File: src/rtl/delayed_edge_mon_pkg.sv
// Shared types and helpers for the delayed edge monitor.
// edge_mode_e encodes the per-channel edge selection as driven on the mode port.
// ch_state_e is the per-channel FSM state; edge_hit() qualifies one flag against its mode.
package delayed_edge_mon_pkg;

  typedef enum logic [1:0] {
    EM_OFF = 2'b00,
    EM_POS = 2'b01,
    EM_NEG = 2'b10,
    EM_ANY = 2'b11
  } edge_mode_e;

  typedef enum logic [1:0] {
    ST_IDLE = 2'b00,
    ST_WAIT = 2'b01,
    ST_CHK  = 2'b10
  } ch_state_e;

  function automatic logic edge_hit(edge_mode_e mode, logic cur, logic prev);
    case (mode)
      EM_POS:  return cur & ~prev;
      EM_NEG:  return ~cur & prev;
      EM_ANY:  return cur ^ prev;
      default: return 1'b0;
    endcase
  endfunction

endpackage

File: src/rtl/delayed_edge_mon_ch.sv
// One monitor channel: edge detect, pre-check, delay countdown, post-check, sticky flags.
// Ports: clk/rst_n, en_i/clr_i/primed_i shared controls, per-channel mode/delay/watch/check/
//   expectations in; busy_o, pass_o/fail_o (1-cycle pulses), sticky_o, overrun_o out.
module delayed_edge_mon_ch
  import delayed_edge_mon_pkg::*;
#(
  parameter int DELAY_W = 8
) (
  input  logic               clk,
  input  logic               rst_n,
  input  logic               en_i,
  input  logic               clr_i,
  input  logic               primed_i,
  input  logic [1:0]         mode_i,
  input  logic [DELAY_W-1:0] delay_i,
  input  logic               watch_i,
  input  logic               check_i,
  input  logic               exp_pre_i,
  input  logic               exp_post_i,
  output logic               busy_o,
  output logic               pass_o,
  output logic               fail_o,
  output logic               sticky_o,
  output logic               overrun_o
);

  ch_state_e          state_q, state_d;
  logic [DELAY_W-1:0] ctr_q, ctr_d;
  logic               exp_q, exp_d;
  logic               watch_q;
  logic               pass_q, pass_d;
  logic               fail_q, fail_d;
  logic               sticky_q, ovr_q;
  logic               ovr_evt;
  logic               hit;

  // primed_i masks the first cycle out of reset, when watch_q has not yet seen watch_i.
  assign hit = en_i & primed_i & edge_hit(edge_mode_e'(mode_i), watch_i, watch_q);

  always_comb begin
    state_d = state_q;
    ctr_d   = ctr_q;
    exp_d   = exp_q;
    pass_d  = 1'b0;
    fail_d  = 1'b0;
    ovr_evt = 1'b0;
    if (!en_i) begin
      state_d = ST_IDLE;
    end else begin
      case (state_q)
        ST_IDLE: begin
          if (hit) begin
            if (check_i == exp_pre_i) begin
              exp_d = exp_post_i;
              // The counter holds the remaining WAIT cycles after this one, so the
              // post-check lands exactly delay cycles after the first busy cycle.
              if (delay_i == '0) begin
                state_d = ST_CHK;
              end else begin
                state_d = ST_WAIT;
                ctr_d   = delay_i - DELAY_W'(1);
              end
            end else begin
              fail_d = 1'b1;
            end
          end
        end
        ST_WAIT: begin
          ovr_evt = hit;
          if (ctr_q == '0) state_d = ST_CHK;
          else             ctr_d   = ctr_q - DELAY_W'(1);
        end
        ST_CHK: begin
          ovr_evt = hit;
          pass_d  = (check_i == exp_q);
          fail_d  = (check_i != exp_q);
          state_d = ST_IDLE;
        end
        default: state_d = ST_IDLE;
      endcase
    end
  end

  always_ff @(posedge clk or negedge rst_n) begin
    if (!rst_n) begin
      state_q  <= ST_IDLE;
      ctr_q    <= '0;
      exp_q    <= 1'b0;
      watch_q  <= 1'b0;
      pass_q   <= 1'b0;
      fail_q   <= 1'b0;
      sticky_q <= 1'b0;
      ovr_q    <= 1'b0;
    end else begin
      state_q  <= state_d;
      ctr_q    <= ctr_d;
      exp_q    <= exp_d;
      watch_q  <= watch_i;
      pass_q   <= pass_d;
      fail_q   <= fail_d;
      // A fail visible in the clr cycle survives the clear.
      sticky_q <= (clr_i ? 1'b0 : sticky_q) | fail_q;
      ovr_q    <= (clr_i ? 1'b0 : ovr_q) | ovr_evt;
    end
  end

  assign busy_o    = (state_q != ST_IDLE);
  assign pass_o    = pass_q;
  assign fail_o    = fail_q;
  assign sticky_o  = sticky_q;
  assign overrun_o = ovr_q;

endmodule

File: src/rtl/delayed_edge_mon.sv
// Multi-channel delayed edge monitor: NUM_CH channels plus shared primed flag and error counter.
// Ports: clk, rst_n, en, clr, mode, delay, watch, check, exp_pre, exp_post in; busy, pass_pulse,
//   fail_pulse, err_sticky, overrun, err_cnt out. DELAYED_EDGE_MON_TIMESTAMP_EN adds first_err_*.
module delayed_edge_mon
  import delayed_edge_mon_pkg::*;
#(
  parameter int NUM_CH  = 4,
  parameter int DELAY_W = 8,
  parameter int CNT_W   = 16
`ifdef DELAYED_EDGE_MON_TIMESTAMP_EN
  , parameter int TS_W  = 32
`endif
) (
  input  logic                        clk,
  input  logic                        rst_n,
  input  logic                        en,
  input  logic                        clr,
  input  logic [2*NUM_CH-1:0]         mode,
  input  logic [DELAY_W-1:0]          delay,
  input  logic [NUM_CH-1:0]           watch,
  input  logic [NUM_CH-1:0]           check,
  input  logic [NUM_CH-1:0]           exp_pre,
  input  logic [NUM_CH-1:0]           exp_post,
  output logic [NUM_CH-1:0]           busy,
  output logic [NUM_CH-1:0]           pass_pulse,
  output logic [NUM_CH-1:0]           fail_pulse,
  output logic [NUM_CH-1:0]           err_sticky,
  output logic [NUM_CH-1:0]           overrun,
  output logic [CNT_W-1:0]            err_cnt
`ifdef DELAYED_EDGE_MON_TIMESTAMP_EN
  , output logic [TS_W-1:0]           first_err_ts,
  output logic [$clog2(NUM_CH)-1:0]   first_err_ch,
  output logic                        first_err_vld
`endif
);

  localparam int PC_W = $clog2(NUM_CH + 1);

  logic             primed_q;
  logic [CNT_W-1:0] err_cnt_q, err_cnt_d, cnt_base;
  logic [CNT_W:0]   cnt_sum;
  logic [PC_W-1:0]  fail_pc;

  for (genvar g = 0; g < NUM_CH; g++) begin : g_ch
    delayed_edge_mon_ch #(.DELAY_W(DELAY_W)) u_ch (
      .clk        (clk),
      .rst_n      (rst_n),
      .en_i       (en),
      .clr_i      (clr),
      .primed_i   (primed_q),
      .mode_i     (mode[2*g +: 2]),
      .delay_i    (delay),
      .watch_i    (watch[g]),
      .check_i    (check[g]),
      .exp_pre_i  (exp_pre[g]),
      .exp_post_i (exp_post[g]),
      .busy_o     (busy[g]),
      .pass_o     (pass_pulse[g]),
      .fail_o     (fail_pulse[g]),
      .sticky_o   (err_sticky[g]),
      .overrun_o  (overrun[g])
    );
  end

  always_comb begin
    fail_pc = '0;
    for (int i = 0; i < NUM_CH; i++) fail_pc = fail_pc + PC_W'(fail_pulse[i]);
  end

  // One extra sum bit catches the carry out; any carry means the counter saturates.
  assign cnt_base  = clr ? '0 : err_cnt_q;
  assign cnt_sum   = {1'b0, cnt_base} + (CNT_W+1)'(fail_pc);
  assign err_cnt_d = cnt_sum[CNT_W] ? '1 : cnt_sum[CNT_W-1:0];

  always_ff @(posedge clk or negedge rst_n) begin
    if (!rst_n) begin
      primed_q  <= 1'b0;
      err_cnt_q <= '0;
    end else begin
      primed_q  <= 1'b1;
      err_cnt_q <= err_cnt_d;
    end
  end

  assign err_cnt = err_cnt_q;

`ifdef DELAYED_EDGE_MON_TIMESTAMP_EN
  localparam int CH_W = $clog2(NUM_CH);

  logic [TS_W-1:0] ts_q, fe_ts_q;
  logic [CH_W-1:0] fe_ch_q, lo_ch;
  logic            fe_vld_q, any_fail, cap;

  // Scan downwards so the lowest failing channel is the one left in lo_ch.
  always_comb begin
    lo_ch = '0;
    for (int i = NUM_CH - 1; i >= 0; i--) begin
      if (fail_pulse[i]) lo_ch = CH_W'(i);
    end
  end

  assign any_fail = |fail_pulse;
  assign cap      = any_fail & (clr | ~fe_vld_q);

  always_ff @(posedge clk or negedge rst_n) begin
    if (!rst_n) begin
      ts_q     <= '0;
      fe_ts_q  <= '0;
      fe_ch_q  <= '0;
      fe_vld_q <= 1'b0;
    end else begin
      ts_q     <= ts_q + TS_W'(1);
      fe_vld_q <= (clr ? 1'b0 : fe_vld_q) | any_fail;
      if (cap) begin
        fe_ts_q <= ts_q;
        fe_ch_q <= lo_ch;
      end
    end
  end

  assign first_err_ts  = fe_ts_q;
  assign first_err_ch  = fe_ch_q;
  assign first_err_vld = fe_vld_q;
`endif

endmodule

File: config.mk
export PLATFORM = sky130hd
export DESIGN_NAME = delayed_edge_mon
export DESIGN_NICKNAME = d
export VERILOG_FILES = /design/src/rtl/delayed_edge_mon_pkg.sv /design/src/rtl/delayed_edge_mon_ch.sv /design/src/rtl/delayed_edge_mon.sv
export SDC_FILE = /design/constraint.sdc
export NUM_CORES = 1
export LEC_CHECK = 0
export ABC_AREA = 1
export BUFFER_PORTS_ARGS = -buffer_cell sky130_fd_sc_hd__clkbuf_2
export CAP_MARGIN = 20
export CORE_MARGIN = 2
export CORE_UTILIZATION = 45
export CTS_BUF_LIST = sky130_fd_sc_hd__clkbuf_8
export DETAILED_ROUTE_END_ITERATION = 10
export PLACE_DENSITY = 0.69
export SYNTH_ARGS = -nofsm -noshare
export SYNTH_HDL_FRONTEND = slang
export SYNTH_SLANG_ARGS = --single-unit
File: constraint.sdc
create_clock -name clk -period 2.3 [get_ports clk]
set_input_delay 0 -clock clk [delete_from_list [all_inputs] [get_ports clk]]
set_output_delay 0 -clock clk [all_outputs]
set_load 0.02 [all_outputs]
==> run_results.csv <==
group,metric,value,unit
status,status,"complete, but fails checks",
status,violations,"setup timing",
die,core-area,0.0127,mm^2
timing,holdWs,0.0588,ns
global_routing,grt_first_pass_wirelength,23500,um
power_and_ir_drop,combPwrFrac,0.354,
worst_hold_path,min_path_type,"input pin to register",
final_layout,layout-drive-gt1-share,0.166,
synth,synth_area,0.00586,mm^2
power_and_ir_drop,switching_share,0.389,
clocking,cts_tree,"done",
setup_path,crit_chain,"inv_2 > nor2_2 > fa_1 > inv_1 > fa_2 > fa_2 > nor2_4 > nand2_4 > nor2_4 > nand4_4 > buf_12 > o211ai_1",
global_routing,grt_util_met2,0.344,
synth,avgSynthCellArea,6.85,um^2
timing,setup_ws,-0.230,ns
power_and_ir_drop,power.switching,1.79,mW
timing,fin_crit_sh,1.10,
power_and_ir_drop,peakVddDrop,0.000552,V
timing,clock_skew,0.00968,ns
clocking,clk_pin_slew,0.09,ns
die,start_util,0.463,
clocking,clockRootBuffer,"clkbuf_8",
setup_path,cp_num_buf_inv,3,
timing,timing.fmax,395,MHz
setup_path,crit_family,"adder cells",
final_layout,multi_input_area,0.00317,mm^2
die,die_h,118,um
clocking,cts_buffers,9,
final_layout,stdcell_area,0.00675,mm^2
placed_design,io_buffers,71,
final_layout,utilization,0.533,
timing,drv_slew,0,
global_routing,antenna_found_initial,0,
setup_path,worst-path-max-fanout,7,
power_and_ir_drop,clock_power_share,0.221,
final_layout,layout_common_cells,"303 x nand2_1, 127 x inv_1, 80 x dfrtp_1",
die,rows,41,
timing,rsz0062_at_grt,"true",
synth,synth-seq-cells,81,
global_routing,grt_pass1_vias,5181,
clocking,clk_path_buf_depth,2,
final_layout,n_fill_cell,1237,
global_routing,gr-total-overflow,0,
synth,syn_inst,856,
power_and_ir_drop,intPower,2.81,mW
power_and_ir_drop,fin_total_pwr,4.60,mW
clocking,clock_sinks,81,
synth,synthArstFlopShare,1.00,
setup_path,arrival,2.84,ns
placed_design,hpwl,10000,um
detailed_routing,antenna_left,0,
timing,hold_viol,0,
final_layout,stdcell_count,1114,
detailed_routing,routed_wirelength,13500,um
placed_design,place_area,0.00636,mm^2
detailed_routing,drt-pass1-iter-count,5,
synth,yosys_warnings,0,
die,die_area,0.0140,mm^2
power_and_ir_drop,p_seq_frac,0.425,
global_routing,use_met3,0.0507,
placed_design,gp_congestion,0.901,
synth,synth-main-ff-cell,"dfrtp_1",
global_routing,grt.busiest_layer,"met2",
timing,tightest_slew,0.633,ns
final_layout,final_common_cell,"nand2_1",
clocking,h-tree-depth,3,
global_routing,track_usage,0.207,
setup_path,required,2.61,ns
setup_path,cp-end-kind,"register",
flow_run,maxCapViolCount,0,
die,die_width,118,um
placed_design,dp_cells,1082,
final_layout,n_antenna_cell,0,
power_and_ir_drop,p_leak,3.89,nW
synth,synth-edff-count,0,
die,io_pins,72,
final_layout,ff_latch_area,0.00203,mm^2
global_routing,grtUsageMet1,0.264,
detailed_routing,post_drt_wl_per_cell,12.1,um
global_routing,grt_max_degree,46,
synth,seq_area_frac_synth,0.346,
setup_path,critPathKind,"register to register",
detailed_routing,vias_per_cell,4.79,
final_layout,syn2layout_area_growth,15.2,%
final_layout,final_nets,1007,
detailed_routing,drc,0,
clocking,clock_latency,0.38,ns
synth,syn-num-nets,926,
detailed_routing,num_vias,5341,
setup_path,crit_slowest_cell,"fa_1",
setup_path,slowest_delay,0.47,ns
power_and_ir_drop,powerDensity,682,mW/mm^2
timing,max-slew-margin-rel,0.578,
setup_path,crit_path_start_kind,"register",
timing,fin_crit,2.53,ns
synth,synth_cell_types,38,
detailed_routing,drtIter0Drc,262,
timing,setup_viol,16,
==> power by group through the flow <==
stage	clock [mW]	combinational (mW)	sequential, mW
global route	1.10	1.95	2.01
CTS	1.06	1.63	1.95
global placement	0	1.57	1.98
detailed placement	0	1.61	1.98
finish	1.02	1.63	1.96
floorplan	0	1.28	1.93
==> cell families (layout without fill, tap and decap cells) <==
family	after synthesis	in the layout	synth area share
AO/OA/AOI/OAI	58	58	0.0576
other	1	1	0.000640
XOR/XNOR	12	12	0.0179
buffers and inverters	164	250	0.121
AND/OR/NAND/NOR	503	503	0.375
flip-flops	81	81	0.346
adder cells (fa/ha/maj)	34	34	0.0764
multiplexers	3	3	0.00512
==> sequential cells by signal (all words and copies together), names as in the netlist <==
name / count
g_ch.u_ch.state_q: 8
g_ch.u_ch.fail_o: 4
g_ch.u_ch.exp_q: 4
g_ch.u_ch.pass_o: 4
g_ch.u_ch.ctr_q: 32
g_ch.u_ch.sticky_o: 4
err_cnt: 16
primed_q: 1
g_ch.u_ch.overrun_o: 4
g_ch.u_ch.watch_q: 4
==> through the flow <==
step,setup TNS (ns),setup WS [ns]
2_1_floorplan,-2.93,-0.220
3_3_place_gp,-2.73,-0.214
3_5_place_dp,-3.39,-0.259
4_1_cts,-3.46,-0.252
5_1_grt,-5.01,-0.339
6_report,-3.34,-0.230
==> worst paths after layout <==
kind / cells after the start / startpoint / endpoint / slack [ns]
max: 12 / err_cnt[0] / err_cnt[4] / -0.23
min: 6 / delay[4] / g_ch[2].u_ch.ctr_q[4] / 0.06
max reg2reg: 12 / err_cnt[0] / err_cnt[4] / -0.23
min reg2reg: 2 / g_ch[1].u_ch.ctr_q[0] / g_ch[1].u_ch.ctr_q[0] / 0.48
max in group asynchronous: 3 / rst_n / g_ch[0].u_ch.state_q[0] / 1.51
min in group asynchronous: 2 / rst_n / err_cnt[0] / 0.16
==> area by class of cell <==
cell class              count  area share
well taps                 172      0.0319
multi-input cells         611       0.469
flip-flops and latches     81       0.300
inverters                 134      0.0749
clock buffers              12      0.0245
repair buffers            100      0.0964
clock inverters             4     0.00278
==> metal layers <==
| metal | routed length (um) | part of all wire |
|---|---|---|
| met1 | 6200 | 0.46 |
| met2 | 6380 | 0.47 |
| met3 | 669 | 0.050 |
| met4 | 215 | 0.016 |
| met5 | 0 | 0 |
==> cell usage after synthesis, types with 2 or more instances <==
cell type | instances | area share
dfrtp_1 | 81 | 0.35
nor2_2 | 7 | 0.0075
ha_1 | 31 | 0.066
buf_4 | 21 | 0.027
clkinv_1 | 2 | 0.0013
a22o_1 | 3 | 0.0045
buf_6 | 2 | 0.0038
and2_1 | 3 | 0.0032
nand3_2 | 11 | 0.019
nor3_1 | 3 | 0.0026
nand2_1 | 306 | 0.20
inv_2 | 4 | 0.0026
o21bai_1 | 2 | 0.0026
xnor2_1 | 5 | 0.0075
nor2_1 | 76 | 0.049
nand3b_1 | 5 | 0.0064
a21o_1 | 2 | 0.0026
nor2_4 | 4 | 0.0077
inv_1 | 127 | 0.081
or2_2 | 4 | 0.0043
nand2_2 | 9 | 0.0096
o21ai_0 | 35 | 0.030
mux2i_1 | 3 | 0.0051
clkbuf_1 | 7 | 0.0045
fa_1 | 3 | 0.010
xor2_1 | 7 | 0.010
nand4_1 | 5 | 0.0053
a22oi_1 | 2 | 0.0026
a21oi_1 | 9 | 0.0077
o211ai_1 | 2 | 0.0026
nand3_1 | 68 | 0.058
==> worst reg2reg max path: cells and delay by family (launching register included) <==
family                     cells  cell delay [ns]
AOI/OAI and AO/OA              1             0.08
DFF                            1             0.41
and+or+nand+nor                5             0.47
buffers and inverters          3             0.28
adders and majority gates      3             1.20
==> timing repair <==
action,CTS,global route
setup endpoints to repair,16,16
endpoints found under the hold margin,56,0
resized for setup,2,9
hold buffers,13,0
gates cloned,0,1
pin swaps,4,10
buffers inserted,0,2
Note: power is estimated with default switching activity, not from simulation.
